$ cat config.mk
export PLATFORM = sky130hd
export DESIGN_NAME = reorder_buffer
export DESIGN_NICKNAME = d
export VERILOG_FILES = /design/src/rtl/reorder_buffer_pkg.sv /design/src/rtl/rob_pending_match.sv /design/src/rtl/reorder_buffer.sv
export SDC_FILE = /design/constraint.sdc
export NUM_CORES = 1
export LEC_CHECK = 0
export CORE_MARGIN = 3
export CORE_UTILIZATION = 55
export DETAILED_ROUTE_END_ITERATION = 12
export GPL_TIMING_DRIVEN = 0
export PLACE_DENSITY = 0.76
export SYNTH_ARGS = -nofsm -noshare
export SYNTH_HDL_FRONTEND = slang
export SYNTH_SLANG_ARGS = --single-unit
$ cat constraint.sdc
create_clock -name clock -period 4.04 [get_ports clock]
set_clock_uncertainty 0.2 [all_clocks]
set_input_delay 0.606 -clock clock [delete_from_list [all_inputs] [get_ports clock]]
set_output_delay 0.606 -clock clock [all_outputs]
set_load 0.05 [all_outputs]
$ cat src/rtl/reorder_buffer_pkg.sv
// Shared constants and types for the reorder buffer: default geometry,
// completion-port priority ranking and the hard-wired zero register.
package reorder_buffer_pkg;

   localparam int unsigned ROB_DEPTH = 8;
   localparam int unsigned ROB_TAG_W = 3;

   // Lower value wins when two units report the same tag in one cycle.
   typedef enum logic [1:0] {
      UnitMem = 2'd0,
      UnitAm  = 2'd1,
      UnitMul = 2'd2
   } unit_e;

   localparam int unsigned NUM_UNITS = 3;

   localparam logic [4:0] ZERO_REG = 5'd0;

endpackage

$ cat src/rtl/rob_pending_match.sv
// Combinational RAW-hazard query: is any live entry still going to write qaddr?
module rob_pending_match
   import reorder_buffer_pkg::*;
#(
   parameter int unsigned DEPTH = ROB_DEPTH
) (
   input  logic [DEPTH-1:0] i_valid,
   input  logic [DEPTH-1:0] i_wreg,
   input  logic [4:0]       i_dest [DEPTH],
   input  logic [4:0]       i_qaddr,
   output logic             o_busy
);

   always_comb begin
      o_busy = 1'b0;
      for (int i = 0; i < DEPTH; i++) begin
         if (i_valid[i] && i_wreg[i] && (i_dest[i] == i_qaddr)) begin
            o_busy = 1'b1;
         end
      end
      // r0 is never written, so it can never be a hazard.
      if (i_qaddr == ZERO_REG) begin
         o_busy = 1'b0;
      end
   end

endmodule

$ cat src/rtl/reorder_buffer.sv
// In-order commit buffer: tags allocated at tail, completions land out of
// order, head retires one register write per cycle.
module reorder_buffer
   import reorder_buffer_pkg::*;
#(
   parameter int unsigned DEPTH = ROB_DEPTH,
   parameter int unsigned TAG_W = ROB_TAG_W
) (
   input  logic             clock,
   input  logic             reset,
   input  logic             iss_rob_alloc,
   input  logic [4:0]       iss_rob_regdest,
   input  logic             iss_rob_writereg,
   output logic [TAG_W-1:0] rob_iss_tag,
   output logic             rob_iss_full,
   output logic             rob_iss_empty,
   input  logic [4:0]       iss_rob_qaddr,
   output logic             rob_iss_qbusy,
   input  logic             mul_rob_oper,
   input  logic [TAG_W-1:0] mul_rob_tag,
   input  logic [31:0]      mul_rob_wbvalue,
   input  logic             am_rob_oper,
   input  logic [TAG_W-1:0] am_rob_tag,
   input  logic [31:0]      am_rob_wbvalue,
   input  logic             mem_rob_oper,
   input  logic [TAG_W-1:0] mem_rob_tag,
   input  logic [31:0]      mem_rob_wbvalue,
   output logic             rob_reg_en,
   output logic [4:0]       rob_reg_addr,
   output logic [31:0]      rob_reg_data
);

   localparam logic [TAG_W:0] CountFull = (TAG_W+1)'(DEPTH);

   logic [DEPTH-1:0] r_valid;
   logic [DEPTH-1:0] r_done;
   logic [DEPTH-1:0] r_wreg;
   logic [4:0]       r_dest  [DEPTH];
   logic [31:0]      r_value [DEPTH];
   logic [TAG_W-1:0] r_head;
   logic [TAG_W-1:0] r_tail;
   logic [TAG_W:0]   r_count;

   logic             w_full;
   logic             w_empty;
   logic             w_accept;
   logic             w_commit;
   logic             w_oper [NUM_UNITS];
   logic [TAG_W-1:0] w_tag  [NUM_UNITS];
   logic [31:0]      w_val  [NUM_UNITS];

   assign w_full   = (r_count == CountFull);
   assign w_empty  = (r_count == '0);
   assign w_accept = iss_rob_alloc && !w_full;
   // Uses pre-edge done, so a same-edge completion of head cannot commit early.
   assign w_commit = r_valid[r_head] && r_done[r_head];

   assign rob_iss_tag   = r_tail;
   assign rob_iss_full  = w_full;
   assign rob_iss_empty = w_empty;

   always_comb begin
      w_oper[UnitMem] = mem_rob_oper;
      w_tag[UnitMem]  = mem_rob_tag;
      w_val[UnitMem]  = mem_rob_wbvalue;
      w_oper[UnitAm]  = am_rob_oper;
      w_tag[UnitAm]   = am_rob_tag;
      w_val[UnitAm]   = am_rob_wbvalue;
      w_oper[UnitMul] = mul_rob_oper;
      w_tag[UnitMul]  = mul_rob_tag;
      w_val[UnitMul]  = mul_rob_wbvalue;
   end

   always_ff @(posedge clock) begin
      if (reset) begin
         r_valid      <= '0;
         r_done       <= '0;
         r_head       <= '0;
         r_tail       <= '0;
         r_count      <= '0;
         rob_reg_en   <= 1'b0;
         rob_reg_addr <= '0;
         rob_reg_data <= '0;
      end else begin
         rob_reg_en <= 1'b0;
         if (w_commit) begin
            rob_reg_en      <= r_wreg[r_head] && (r_dest[r_head] != ZERO_REG);
            rob_reg_addr    <= r_dest[r_head];
            rob_reg_data    <= r_value[r_head];
            r_valid[r_head] <= 1'b0;
            r_head          <= r_head + TAG_W'(1);
         end
         // Lowest-priority unit first so a higher-priority write lands last.
         for (int u = NUM_UNITS - 1; u >= 0; u--) begin
            if (w_oper[u] && r_valid[w_tag[u]]) begin
               r_done[w_tag[u]]  <= 1'b1;
               r_value[w_tag[u]] <= w_val[u];
            end
         end
         if (w_accept) begin
            r_valid[r_tail] <= 1'b1;
            r_done[r_tail]  <= 1'b0;
            r_wreg[r_tail]  <= iss_rob_writereg;
            r_dest[r_tail]  <= iss_rob_regdest;
            r_tail          <= r_tail + TAG_W'(1);
         end
         r_count <= r_count + (TAG_W+1)'(w_accept) - (TAG_W+1)'(w_commit);
      end
   end

   rob_pending_match #(
      .DEPTH (DEPTH)
   ) u_pending_match (
      .i_valid (r_valid),
      .i_wreg  (r_wreg),
      .i_dest  (r_dest),
      .i_qaddr (iss_rob_qaddr),
      .o_busy  (rob_iss_qbusy)
   );

endmodule

-- Yosys cells after proc, flatten, opt, wreduce, memory -nomap -nowiden
Memory sizes are Yosys's and may differ from the RTL's. A register that Yosys moved wholly into a read port is not among the register bits.
Cells that the tools add are included.
- add/sub/neg operators: 4
- magnitude comparators: 13
- equal/unequal tests: 9
- multiplexer cells: 57
- bitwise operators: 12
- reductions and logical operators: 34
- operators by type and width (operator ; number):
    two-way mux 8 bit ; 10
    bitwise mux 40 bit ; 1
    == test 5 bit ; 8
    bitwise OR 8 bit ; 4
    two-way mux 1 bit ; 29
    logical AND 1 bit ; 28
    < comparator 3 x 4 -> 1 bit (second input constant) ; 5
    binary-select mux 1 bit (select 3 bit) ; 6
    AND 8 bit ; 2
    NOT 8 bit ; 2
    binary-select mux 5 bit (select 3 bit) ; 1
    demux 1 bit (select 3 bit) ; 5
    demux 5 bit (select 3 bit) ; 1
    greater-or-equal comparator 3 x 1 -> 1 bit (second input constant) ; 5
    two-way mux 5 bit ; 3
    bitwise mux 8 bit ; 1
    greater-or-equal comparator 4 bit (second input constant) ; 2
    NOT 3 -> 4 bit ; 2
    adder 3 x 1 -> 3 bit (second input constant) ; 2
    zero test 5 bit ; 1
    nonzero test 5 bit ; 1
    adder 4 x 1 -> 4 bit ; 1
    == test 4 bit (second input constant) ; 1
    zero test 4 bit ; 1
    other kinds (6) ; 7
- register bits after elaboration: 80
- memory bits (writable): 256
- bits of input ports: 122
- output and inout port bits: 44
- logic and storage cells: 146
- memories: 1
- memory list (name ; depth ; bits a word ; rd ports ; clocked after memory_dff ; write ports ; RTL line ; RTL):
    r_value ; 8 ; 32 ; 1 ; 1 ; 3 ; reorder_buffer.sv:39 ; logic [31:0] r_value [DEPTH];

-- Logic depth before layout (Yosys ltp)
Gate-level depths: netlist of run 1.
- depth in word-level cells: 15
- depth in mapped cells: 13
- depth with buffers taken out: 11

-- Hierarchy
A second synthesis of run 1 with hierarchy kept.
- cell total of the unflattened synthesis: 1831
- area, all modules: 20684.8 um^2
- modules (own cells, without submodules) (module ; instances ; cells an instance ; area an instance (um^2) ; seq. area each (um^2)):
    reorder_buffer ; 1 ; 1766 ; 20148.1 ; 10410.0
    rob_pending_match ; 1 ; 65 ; 536.8 ; 0.0

-- Worst setup path after synthesis of run 1
Ideal clock, no wire load.
- kind: input-to-reg
- start: input port mem_rob_tag[2]
- end: memory r_value[0][0], enable pin
- setup time: 425 ps
- arrival: 3183 ps
- required time: 3415 ps
- path slack: 232 ps
- stages on the path: 5
- buffers on the path: 2
- cell sequence: clkbuf_1 > o311a_1 > buf_6 > o41ai_1 > nor2b_1
- RTL lines (item ; RTL line ; RTL):
    start: declaration ; reorder_buffer.sv:26 ; input logic [TAG_W-1:0] mem_rob_tag,
    end: declaration ; reorder_buffer.sv:39 ;

-- Worst setup path in the final report of run 1
- start: input port iss_rob_qaddr[4]
- end: output port rob_iss_qbusy
- longest elaborated chain between the ends: 11
- elaborated cells on any way between the ends: 26
- those cells by class: 8 x eq/ne; 9 x mux; 9 x reduce/logical
- ends and longest elaborated chain (item ; RTL line ; RTL):
    start: declaration ; reorder_buffer.sv:17 ; input logic [4:0] iss_rob_qaddr,
    == test 5 bit ; rob_pending_match.sv:17 ; if (i_valid[i] && i_wreg[i] && (i_dest[i] == i_qaddr)) begin
    logical AND 1 bit ; rob_pending_match.sv:17 ;
    two-way mux 1 bit (8 in a row) ; rob_pending_match.sv:17 ;
    two-way mux 1 bit (*) ; rob_pending_match.sv:22 ; if (i_qaddr == ZERO_REG) begin
    end: declaration ; reorder_buffer.sv:18 ; output logic rob_iss_qbusy,
Mark *: on every way between the ends. The rest lies on a longest branch, timed or not.

==> flow_metrics.py, run 1 <==
metrics = {
    "synthesis": {
        "synth_simple_gate_area_share_pct": 9.07,
        "netlist_area_mm2": 0.0207,
        "synth_top_family_by_area": "multiplexers",
        "synthMuxAreaShare_pct": 23.3,
        "synth_seq_cells": 368,
        "synth_flop_cell": "edfxtp_1",
        "ys_seq_area_share_pct": 50.3,
        "synth_xor_area_share_pct": 1.86,
        "yosys.cell_types.count": 61,
        "syn_inst": 1811,
        "synth-edff-count": 304,
        "synth-compound-area-share_pct": 9.51,
        "yosysWarnings": 0,
        "synthAdderAreaFrac_pct": 0.580,
        "syn_nets": 1942,
        "ys_async_sr_fraction_pct": 0,
        "syn_area_per_cell_um2": 11.4,
    },
    "timing": {
        "min_period_ns": 3.94,
        "tightestPinTransition_ns": 1.15,
        "finalHoldViolCount": 0,
        "setup_viol": 0,
        "relSlewSlack_pct": 23.4,
        "grt_setup_unrepaired": "no",
        "holdWs_ns": 0.232,
        "max_freq_ghz": 0.254,
        "period_share_pct": 97.6,
        "final_max_slew_viol_count": 0,
        "fin_ws_ns": 0.0953,
    },
    "die": {
        "die_area_mm2": 0.0400,
        "die_h_um": 200,
        "ioPinCount": 166,
        "die_w_um": 200,
        "core_mm2": 0.0369,
        "initial_core_util_pct": 56.1,
        "rows": 70,
    },
    "min_path": {
        "min_from": "mem_rob_wbvalue[1]",
        "hold_class": "primary input to flip-flop",
        "hold_depth": 3,
        "whs_endpoint": "r_value[3][1]",
    },
    "place": {
        "place.gp.congestion": 0.926,
        "io_buffers": 63,
        "place_hpwl_mm": 43.7,
        "placed_area_mm2": 0.0222,
        "pre_cts_ws_ns": -0.128,
    },
    "finish": {
        "layout-drive-gt1-share_pct": 13.6,
        "area_growth_pct": 13.6,
        "multiInputGateArea_mm2": 0.00926,
        "fin_area_mm2": 0.0235,
        "seqCellArea_mm2": 0.0104,
        "nFillCells": 2829,
        "fin_util_pct": 63.8,
        "nNetsFinal": 2056,
    },
    "power": {
        "vdd_ir_drop_max_mv": 0.332,
        "p_leak_nw": 7.42,
        "p_per_area_mw_per_mm2": 367,
    },
    "setup_path": {
        "cp-end-kind": "output pin",
        "cp-start-kind": "primary input",
        "required_ns": 3.23,
        "r2r-end": "r_count[2]",
        "criticalPathCategory": "primary input to output pin",
        "crit_arrival_ns": 3.14,
        "r2r_slack_ns": 0.14,
        "r2r-start": "r_head[2]",
        "cp_max_fo": 9,
        "rr_worst_depth": 12,
    },
    "clock_tree": {
        "htreeDepth": 2,
        "cts-root-buf": "clkbuf_16",
        "cts_max_path_buffers": 3,
        "tritoncts": "done",
        "cts_setup_buffers": 0,
        "cts.sinks": 368,
        "clk_pin_slew_ns": 0.06,
        "cts_made_buffers": 39,
        "clock_latency_ns": 0.56,
    },
    "routing": {
        "postRouteWirelength_mm": 66.2,
        "detail-route-antenna-nets": 0,
        "first_iter_violations": 2107,
        "wl_per_cell_um": 26.9,
        "avgViaCountPerCell": 6.57,
        "drt_drc_violations_left": 0,
        "dr.pass1.iters": 6,
        "vias": 16200,
    },
    "global_routing": {
        "grt_max_degree": 23,
        "grt_usage_pct": 32.8,
        "grt_pass1_wl_mm": 97.0,
        "grt_overflow": 0,
        "antenna_found_initial": 10,
        "grt_pass1_vias": 16000,
    },
    "flow_run": {
        "drv_cap": 0,
    },
    "run_status": {
        "status": "complete, no violations",
    },
}
==> cells in the mapped netlist (10+ instances only) <==
library cell | number | share of area [%]
a211oi_1 | 35 | 1.3
a21oi_1 | 74 | 1.8
buf_1 | 64 | 1.2
buf_2 | 71 | 1.7
buf_6 | 13 | 0.71
clkbuf_1 | 78 | 1.4
dfxtp_1 | 64 | 6.2
edfxtp_1 | 304 | 44
inv_1 | 15 | 0.27
mux2i_1 | 298 | 14
mux4_2 | 80 | 8.7
nand2_1 | 204 | 3.7
nand2b_1 | 16 | 0.48
nand4_1 | 12 | 0.36
nor2_1 | 128 | 2.3
nor4_1 | 12 | 0.36
o21ai_0 | 193 | 4.7
xnor2_1 | 10 | 0.42
xor2_1 | 34 | 1.4
==> registers in the layout, indices dropped and copies added (netlist names) <==
| name | cells |
|---|---|
| rob_reg_data | 32 |
| r_count | 4 |
| rob_reg_addr | 5 |
| r_valid | 8 |
| rob_iss_tag | 3 |
| r_dest | 40 |
| r_value | 256 |
| r_head | 3 |
| r_done | 8 |
| rob_reg_en | 1 |
| r_wreg | 8 |
==> layer usage <==
metal	up-vias	share of wire, %	GRT usage [%]
met2	1266	46	51.0
met4	12	4.4	14.6
li1	6885	-	-
met5	-	0.13	0
met3	242	13	9.33
met1	7795	36	43.3
==> metrics by stage <==
stage               power [mW]  TNS, ns  instances
global placement          4.99  -460.79       2378
detailed placement        5.03    -1.50       2388
finish                    8.64        0       2464
floorplan                 4.79        0       1811
CTS                       8.61        0       2459
global route              8.85        0       2462
==> how the worst max path moves through the flow <==
stage / depth (start not counted) / slack [ns] / endpoint / start
after global routing: 7 / 0.03 / rob_iss_qbusy / iss_rob_qaddr[4]
after global placement: 7 / -1.99 / r_value[3][17] / mem_rob_tag[2]
after floorplan: 5 / 0.23 / r_value[0][0] / mem_rob_tag[2]
final: 7 / 0.1 / rob_iss_qbusy / iss_rob_qaddr[4]
after detailed placement: 8 / -0.13 / r_value[7][3] / mem_rob_tag[2]
after CTS: 7 / 0.12 / rob_iss_qbusy / iss_rob_qaddr[0]
==> cells by family (layout without fill, tap and decap cells) <==
| kind of cell | after synthesis | after routing |
|---|---|---|
| flops | 368 | 368 |
| compound gates | 341 | 341 |
| mux | 382 | 382 |
| xor+xnor | 44 | 44 |
| fa+ha+maj | 9 | 9 |
| other cells | 0 | 5 |
| buf+inv | 243 | 387 |
| simple gates | 424 | 424 |
==> critical path, cell delays in order <==
cell	delay, ns
buf_1	0.48
xor2_1	0.16
nor4_1	0.62
nand4_1	0.17
nand4_1	0.13
o22a_1	0.16
clkdlybuf4s50_1	0.80
==> layout by cell type (no fill, tap or decap), types with 8 or more instances in the layout <==
cell type        synthesis  routed
buf_2                   71      71
o21ai_0                193     193
clkbuf_1                78      83
clkinv_2                 0       9
mux4_2                  80      80
a21oi_1                 74      74
nand2b_1                16      16
mux2i_1                298     298
nor2_1                 128     121
xor2_1                  34      34
buf_1                   64      64
a211oi_1                35      35
buf_6                   13      13
inv_1                   15      15
nor4_1                  12      10
dfxtp_1                 64      64
edfxtp_1               304     304
nand2_1                204     204
nand4_1                 12      12
ha_1                     8       8
clkbuf_16                0      41
clkdlybuf4s50_1          0      63
xnor2_1                 10      10
==> report_power, final <==
group	switching (mW)	internal (mW)
combinational	0.483	0.287
sequential	0.0402	4.16
clock	1.57	2.11
total	2.09	6.55
==> final cells by class <==
class                      instances  share of cell area, %
buffer                           228                   4.47
clock buffer                      50                   4.63
multi-input combinational       1200                   39.3
tap                              504                   2.68
timing repair buffer              73                   3.49
sequential                       368                   44.3
inverter                          15                  0.239
antenna                            5                 0.0532
clock inverter                    21                  0.840
==> what timing repair did <==
| action | 4_1_cts | 5_1_grt |
|---|---|---|
| hold buffers | 0 | 0 |
| endpoints found under the setup margin | 0 | 1 |
| resized for setup | 0 | 2 |
Power figures use the tool's default switching activity.
==> run 2: changes to the inputs <==
--- a/config.mk
+++ b/config.mk
@@ -5,11 +5,14 @@
 export SDC_FILE = /design/constraint.sdc
 export NUM_CORES = 1
 export LEC_CHECK = 0
+export CELL_PAD_IN_SITES_DETAIL_PLACEMENT = 1
+export CELL_PAD_IN_SITES_GLOBAL_PLACEMENT = 2
+export CORE_ASPECT_RATIO = 0.5
 export CORE_MARGIN = 3
-export CORE_UTILIZATION = 55
+export CORE_UTILIZATION = 40
 export DETAILED_ROUTE_END_ITERATION = 12
 export GPL_TIMING_DRIVEN = 0
-export PLACE_DENSITY = 0.76
+export PLACE_DENSITY_LB_ADDON = 0.1
 export SYNTH_ARGS = -nofsm -noshare
 export SYNTH_HDL_FRONTEND = slang
 export SYNTH_SLANG_ARGS = --single-unit
==> run 2 against run 1 <==
The flow now finishes with violations (negative setup slack). Setup slack got worse by 0.11 ns. Total power fell by 0.22%. Via count shrank 0.20%. Global-route usage fell by 4.0 points. Maximum frequency is 2.7% lower. Hold slack better by 0.022 ns. Count of clock-buffer cells in the layout up 6. Wire length grew 21%.
==> flow_metrics.py, run 2 (synthesis results as in run 1) <==
metrics = {
    "timing": {
        "min_period_ns": 4.05,
        "fin_ws_ns": -0.0147,
        "max_freq_ghz": 0.247,
        "tightestPinTransition_ns": 1.28,
        "setup_viol": 1,
        "final_max_slew_viol_count": 0,
        "period_share_pct": 100,
        "finalHoldViolCount": 0,
        "fin_tns_setup_ns": -0.0147,
        "grt_setup_unrepaired": "no",
        "holdWs_ns": 0.254,
        "relSlewSlack_pct": 14.4,
    },
    "clock_tree": {
        "clk_pin_slew_ns": 0.08,
        "tritoncts": "done",
        "postCtsHoldBufs": 0,
        "cts_max_path_buffers": 3,
        "cts.sinks": 368,
        "clock_latency_ns": 0.56,
        "cts_made_buffers": 39,
        "htreeDepth": 2,
        "cts_setup_buffers": 0,
        "cts-root-buf": "clkbuf_16",
    },
    "finish": {
        "final_cell_mix": "edfxtp_1, mux2i_1, nand2_1",
        "multiInputGateArea_mm2": 0.00927,
        "area_growth_pct": 14.9,
        "layout-drive-gt1-share_pct": 13.5,
        "final_common_cell": "edfxtp_1",
        "fin_area_mm2": 0.0238,
        "instances_no_fill": 2650,
        "largest_register_ffs": 256,
        "seqCellArea_mm2": 0.0104,
        "nFillCells": 5437,
        "fin_util_pct": 46.9,
        "nNetsFinal": 2059,
    },
    "place": {
        "pre_cts_ws_ns": -0.403,
        "placed_area_mm2": 0.0225,
        "io_buffers": 63,
        "place.gp.congestion": 0.888,
        "dp.cells": 2577,
        "place_hpwl_mm": 54.1,
    },
    "power": {
        "power_frac_clock_pct": 42.0,
        "p_per_area_mw_per_mm2": 363,
        "seqPwrFrac_pct": 48.7,
        "power.switching_mw": 2.15,
        "total_power_mw": 8.62,
        "sw_frac_of_total_pct": 24.9,
        "comb_power_share_pct": 9.3,
        "p_leak_nw": 7.43,
        "vdd_ir_drop_max_mv": 0.300,
        "internal_power_mw": 6.47,
    },
    "global_routing": {
        "antenna_found_initial": 5,
        "grt_max_degree": 22,
        "grt_pass1_wl_mm": 115,
        "grt_overflow": 0,
        "grt_usage_pct": 28.7,
        "grt_pass1_vias": 17000,
    },
    "setup_path": {
        "cp_num_cells": 6,
        "crit_slowest_cell": "a311oi_2",
        "criticalPathCategory": "primary input to flip-flop",
        "crit_buf_inv": 3,
        "cp_max_fo": 10,
        "required_ns": 4.07,
        "cp-end-kind": "flip-flop",
        "cp-start-kind": "primary input",
        "crit_top_cell": "clkbuf_1",
        "crit_family": "buffers and inverters",
        "rr_worst_depth": 6,
        "crit_arrival_ns": 4.08,
        "slowest_delay_ns": 1.12,
        "path_cells": "clkdlybuf4s50_1 -> clkbuf_1 -> o21ai_2 -> a311oi_2 -> clkbuf_1 -> o21ai_0",
    },
    "die": {
        "core_mm2": 0.0507,
        "die_area_mm2": 0.0547,
        "initial_core_util_pct": 40.9,
        "die_w_um": 328,
        "die_h_um": 167,
        "rows": 58,
        "ioPinCount": 166,
    },
    "routing": {
        "drt_drc_violations_left": 0,
        "postRouteWirelength_mm": 79.9,
        "first_iter_violations": 1719,
        "vias": 16200,
        "wl_per_cell_um": 30.1,
        "dr.pass1.iters": 5,
        "detail-route-antenna-nets": 0,
        "avgViaCountPerCell": 6.10,
    },
    "run_status": {
        "status": "finished with violations",
        "failed_checks": "negative setup slack",
    },
    "min_path": {
        "hold_class": "primary input to flip-flop",
        "hold_depth": 3,
    },
    "flow_run": {
        "drv_cap": 0,
    },
}
run 2: repair_timing:
action / 4_1_cts / 5_1_grt
endpoints found under the hold margin: 0 / 0
setup endpoints to repair: 2 / 1
resized for setup: 1 / 1
run 2: tightest hold or removal path: stages:
cell and delay [ns]:
buf_2 0.17, nand2_1 0.06, o21ai_0 0.07
run 2: worst paths after layout:
check | startpoint | to | slack [ns]
setup reg to reg | r_valid[1] | r_value[7][8] | 0.20
hold / removal | mem_rob_wbvalue[2] | r_value[4][2] | 0.25
setup / recovery | mem_rob_tag[1] | r_value[7][8] | -0.01
hold reg to reg | r_done[3] | r_done[3] | 0.27
run 2: power groups by stage:
stage | clock [mW] | sequential (mW) | combinational (mW)
global route | 3.83 | 4.20 | 0.871
detailed placement | 0 | 4.28 | 0.792
finish | 3.62 | 4.20 | 0.800
CTS | 3.66 | 4.20 | 0.797
floorplan | 0 | 4.29 | 0.500
global placement | 0 | 4.28 | 0.747
run 2: per-layer routing:
layer	global-route usage (%)	routed length [um]
met4	8.70	2320
met5	0	0
met1	39.5	33900
met3	4.71	6030
met2	46.7	37600
run 2: final cells by class:
class,count,area share [%]
flip-flops and latches,368,43.8
multi-input cells,1200,39.0
clock buffers,56,4.80
plain buffers,228,4.42
repair buffers,76,3.70
well taps,690,3.63
clock inverters,14,0.416
inverters,15,0.237
diodes,3,0.0316
==> run 3: changes to the inputs <==
--- a/config.mk
+++ b/config.mk
@@ -5,11 +5,14 @@
 export SDC_FILE = /design/constraint.sdc
 export NUM_CORES = 1
 export LEC_CHECK = 0
+export CAP_MARGIN = 20
 export CELL_PAD_IN_SITES_DETAIL_PLACEMENT = 1
 export CELL_PAD_IN_SITES_GLOBAL_PLACEMENT = 2
 export CORE_ASPECT_RATIO = 0.5
 export CORE_MARGIN = 3
-export CORE_UTILIZATION = 40
+export CORE_UTILIZATION = 41
+export CTS_BUF_LIST = sky130_fd_sc_hd__clkbuf_8
+export CTS_CLUSTER_SIZE = 28
 export DETAILED_ROUTE_END_ITERATION = 12
 export GPL_TIMING_DRIVEN = 0
 export PLACE_DENSITY_LB_ADDON = 0.1
==> run 3 against run 2 <==
The flow now finishes without violations. Final cell count hardly changed. Setup slack better by 0.21 ns. Total power shrank 5.2%. Maximum frequency rose by 5.4%. Utilization increased by 1.1 points. First-iteration DRC count shrank 4.4%. Register-to-register slack improved by 0.02 ns. Non-clock buffer count rose by 2. Sequential power barely moved. Global-route usage rose by 0.68 points. Sequential cell count did not move. Wire length down 1.0%. Critical endpoint is now r_value[7][18]. Largest cell class unchanged.
==> flow_metrics.py, run 3 (synthesis results as in run 1) <==
metrics = {
    "run_status": {
        "status": "complete, no violations",
    },
    "setup_path": {
        "r2r-end": "r_count[2]",
        "criticalPathCategory": "primary input to flip-flop",
        "endpoint": "r_value[7][18]",
        "r2r_slack_ns": 0.22,
        "required_ns": 4.16,
        "crit_path_start": "mem_rob_tag[1]",
        "cp-start-kind": "primary input",
        "cp_max_fo": 10,
        "crit_arrival_ns": 3.97,
        "cp-end-kind": "flip-flop",
        "rr_worst_depth": 12,
        "r2r-start": "r_head[2]",
    },
    "clock_tree": {
        "tritoncts": "done",
        "cts_made_buffers": 58,
        "clock_latency_ns": 0.65,
        "cts.sinks": 368,
        "cts-root-buf": "clkbuf_8",
        "htreeDepth": 2,
        "clk_pin_slew_ns": 0.07,
        "cts_max_path_buffers": 3,
        "postCtsHoldBufs": 0,
    },
    "routing": {
        "detail-route-antenna-nets": 0,
        "dr.pass1.iters": 6,
        "vias": 16100,
        "first_iter_violations": 1643,
        "postRouteWirelength_mm": 79.0,
        "wl_per_cell_um": 29.8,
        "avgViaCountPerCell": 6.08,
        "drt_drc_violations_left": 0,
    },
    "timing": {
        "period_share_pct": 95.3,
        "tightestPinTransition_ns": 1.26,
        "final_max_slew_viol_count": 0,
        "relSlewSlack_pct": 16.1,
        "grt_setup_unrepaired": "no",
        "max_freq_ghz": 0.260,
        "finalHoldViolCount": 0,
        "setup_viol": 0,
        "fin_tns_setup_ns": 0,
        "min_period_ns": 3.85,
    },
    "die": {
        "initial_core_util_pct": 42.1,
        "rows": 57,
        "ioPinCount": 166,
        "die_h_um": 165,
        "die_area_mm2": 0.0534,
        "core_mm2": 0.0492,
        "die_w_um": 324,
    },
    "global_routing": {
        "grt_max_degree": 22,
        "grt_usage_pct": 29.4,
        "antenna_found_initial": 6,
        "grt_pass1_wl_mm": 114,
        "grt_overflow": 0,
        "grt_pass1_vias": 17400,
    },
    "power": {
        "vdd_ir_drop_max_mv": 0.241,
        "total_power_mw": 8.17,
        "p_per_area_mw_per_mm2": 346,
        "p_leak_nw": 7.55,
    },
    "finish": {
        "layout-drive-gt1-share_pct": 14.2,
        "area_growth_pct": 14.3,
        "largest_register_ffs": 256,
        "final_common_cell": "edfxtp_1",
        "final_cell_mix": "edfxtp_1, mux2i_1, nand2_1",
        "nNetsFinal": 2080,
    },
    "min_path": {
        "min_from": "mem_rob_wbvalue[23]",
        "hold_class": "primary input to flip-flop",
    },
    "place": {
        "io_buffers": 63,
        "place.gp.congestion": 0.918,
        "place_hpwl_mm": 53.9,
    },
    "flow_run": {
        "drv_cap": 0,
    },
}
==> run 3: cell types whose count changed in the layout (fill, tap and decap cells not counted), sizes merged <==
cell	delta
buf	+1
inv	+36
clkdlybuf4s15	+1
clkinvlp	-1
clkinv	-7
diode	+1
clkbuf	+11
==> run 3: how the worst min path moves through the flow <==
stage / endpoint / slack [ns] / cells past startpoint
floorplan: r_done[3] / 0.24 / 2
detailed placement: r_done[4] / 0.27 / 2
global route: r_value[6][27] / 0.15 / 3
finish: r_value[6][23] / 0.16 / 3
global placement: r_done[6] / 0.25 / 2
CTS: r_value[4][31] / 0.12 / 3
==> run 3: where the power goes <==
part	total (mW)	internal, mW	switching [mW]
sequential	4.20	4.16	0.0462
clock	3.17	1.57	1.60
combinational	0.801	0.289	0.513
==> run 3: critical path, cell delays in order <==
cell             delay, ns
clkdlybuf4s50_1       0.59
clkbuf_1              0.45
o21ai_2               0.30
a311oi_2              1.01
clkbuf_1              0.74
o21ai_0               0.25
==> run 3: final cells by class <==
type	count	area (um^2)
fillers	5308	25600
flip-flops and latches	368	10400
multi-input cells	1200	9260
plain buffers	228	1060
repair buffers	78	933
clock buffers	67	922
well taps	649	812
clock inverters	42	193
inverters	15	56.3
diodes	4	10.0
==> run 3: per-layer routing <==
metal	vias to the layer above	wire (um)	track usage [%]
met4	2	2420	9.90
li1	6947	-	-
met2	657	37900	49.9
met5	-	12	0
met1	8332	33400	38.6
met3	189	5350	4.69
==> run 3: repair_timing <==
action,in CTS,in global routing
gates resized for setup,2,0
buffers inserted,0,0
endpoints found under the setup margin,3,0
==> run 3: stage by stage <==
stage / hold WS (ns) / utilization [%] / std cells / worst slack, ns / cell area [um^2]
finish: 0.159 / 48.1 / 2651 / 0.192 / 23600
global route: 0.153 / 48.1 / 2651 / 0.0604 / 23600
CTS: 0.116 / 48.0 / 2644 / 0.201 / 23600
detailed placement: 0.271 / 45.7 / 2535 / -0.449 / 22500
global placement: 0.254 / 45.0 / 2523 / -2.54 / 22100
floorplan: 0.244 / - / 1811 / 0.232 / 20700
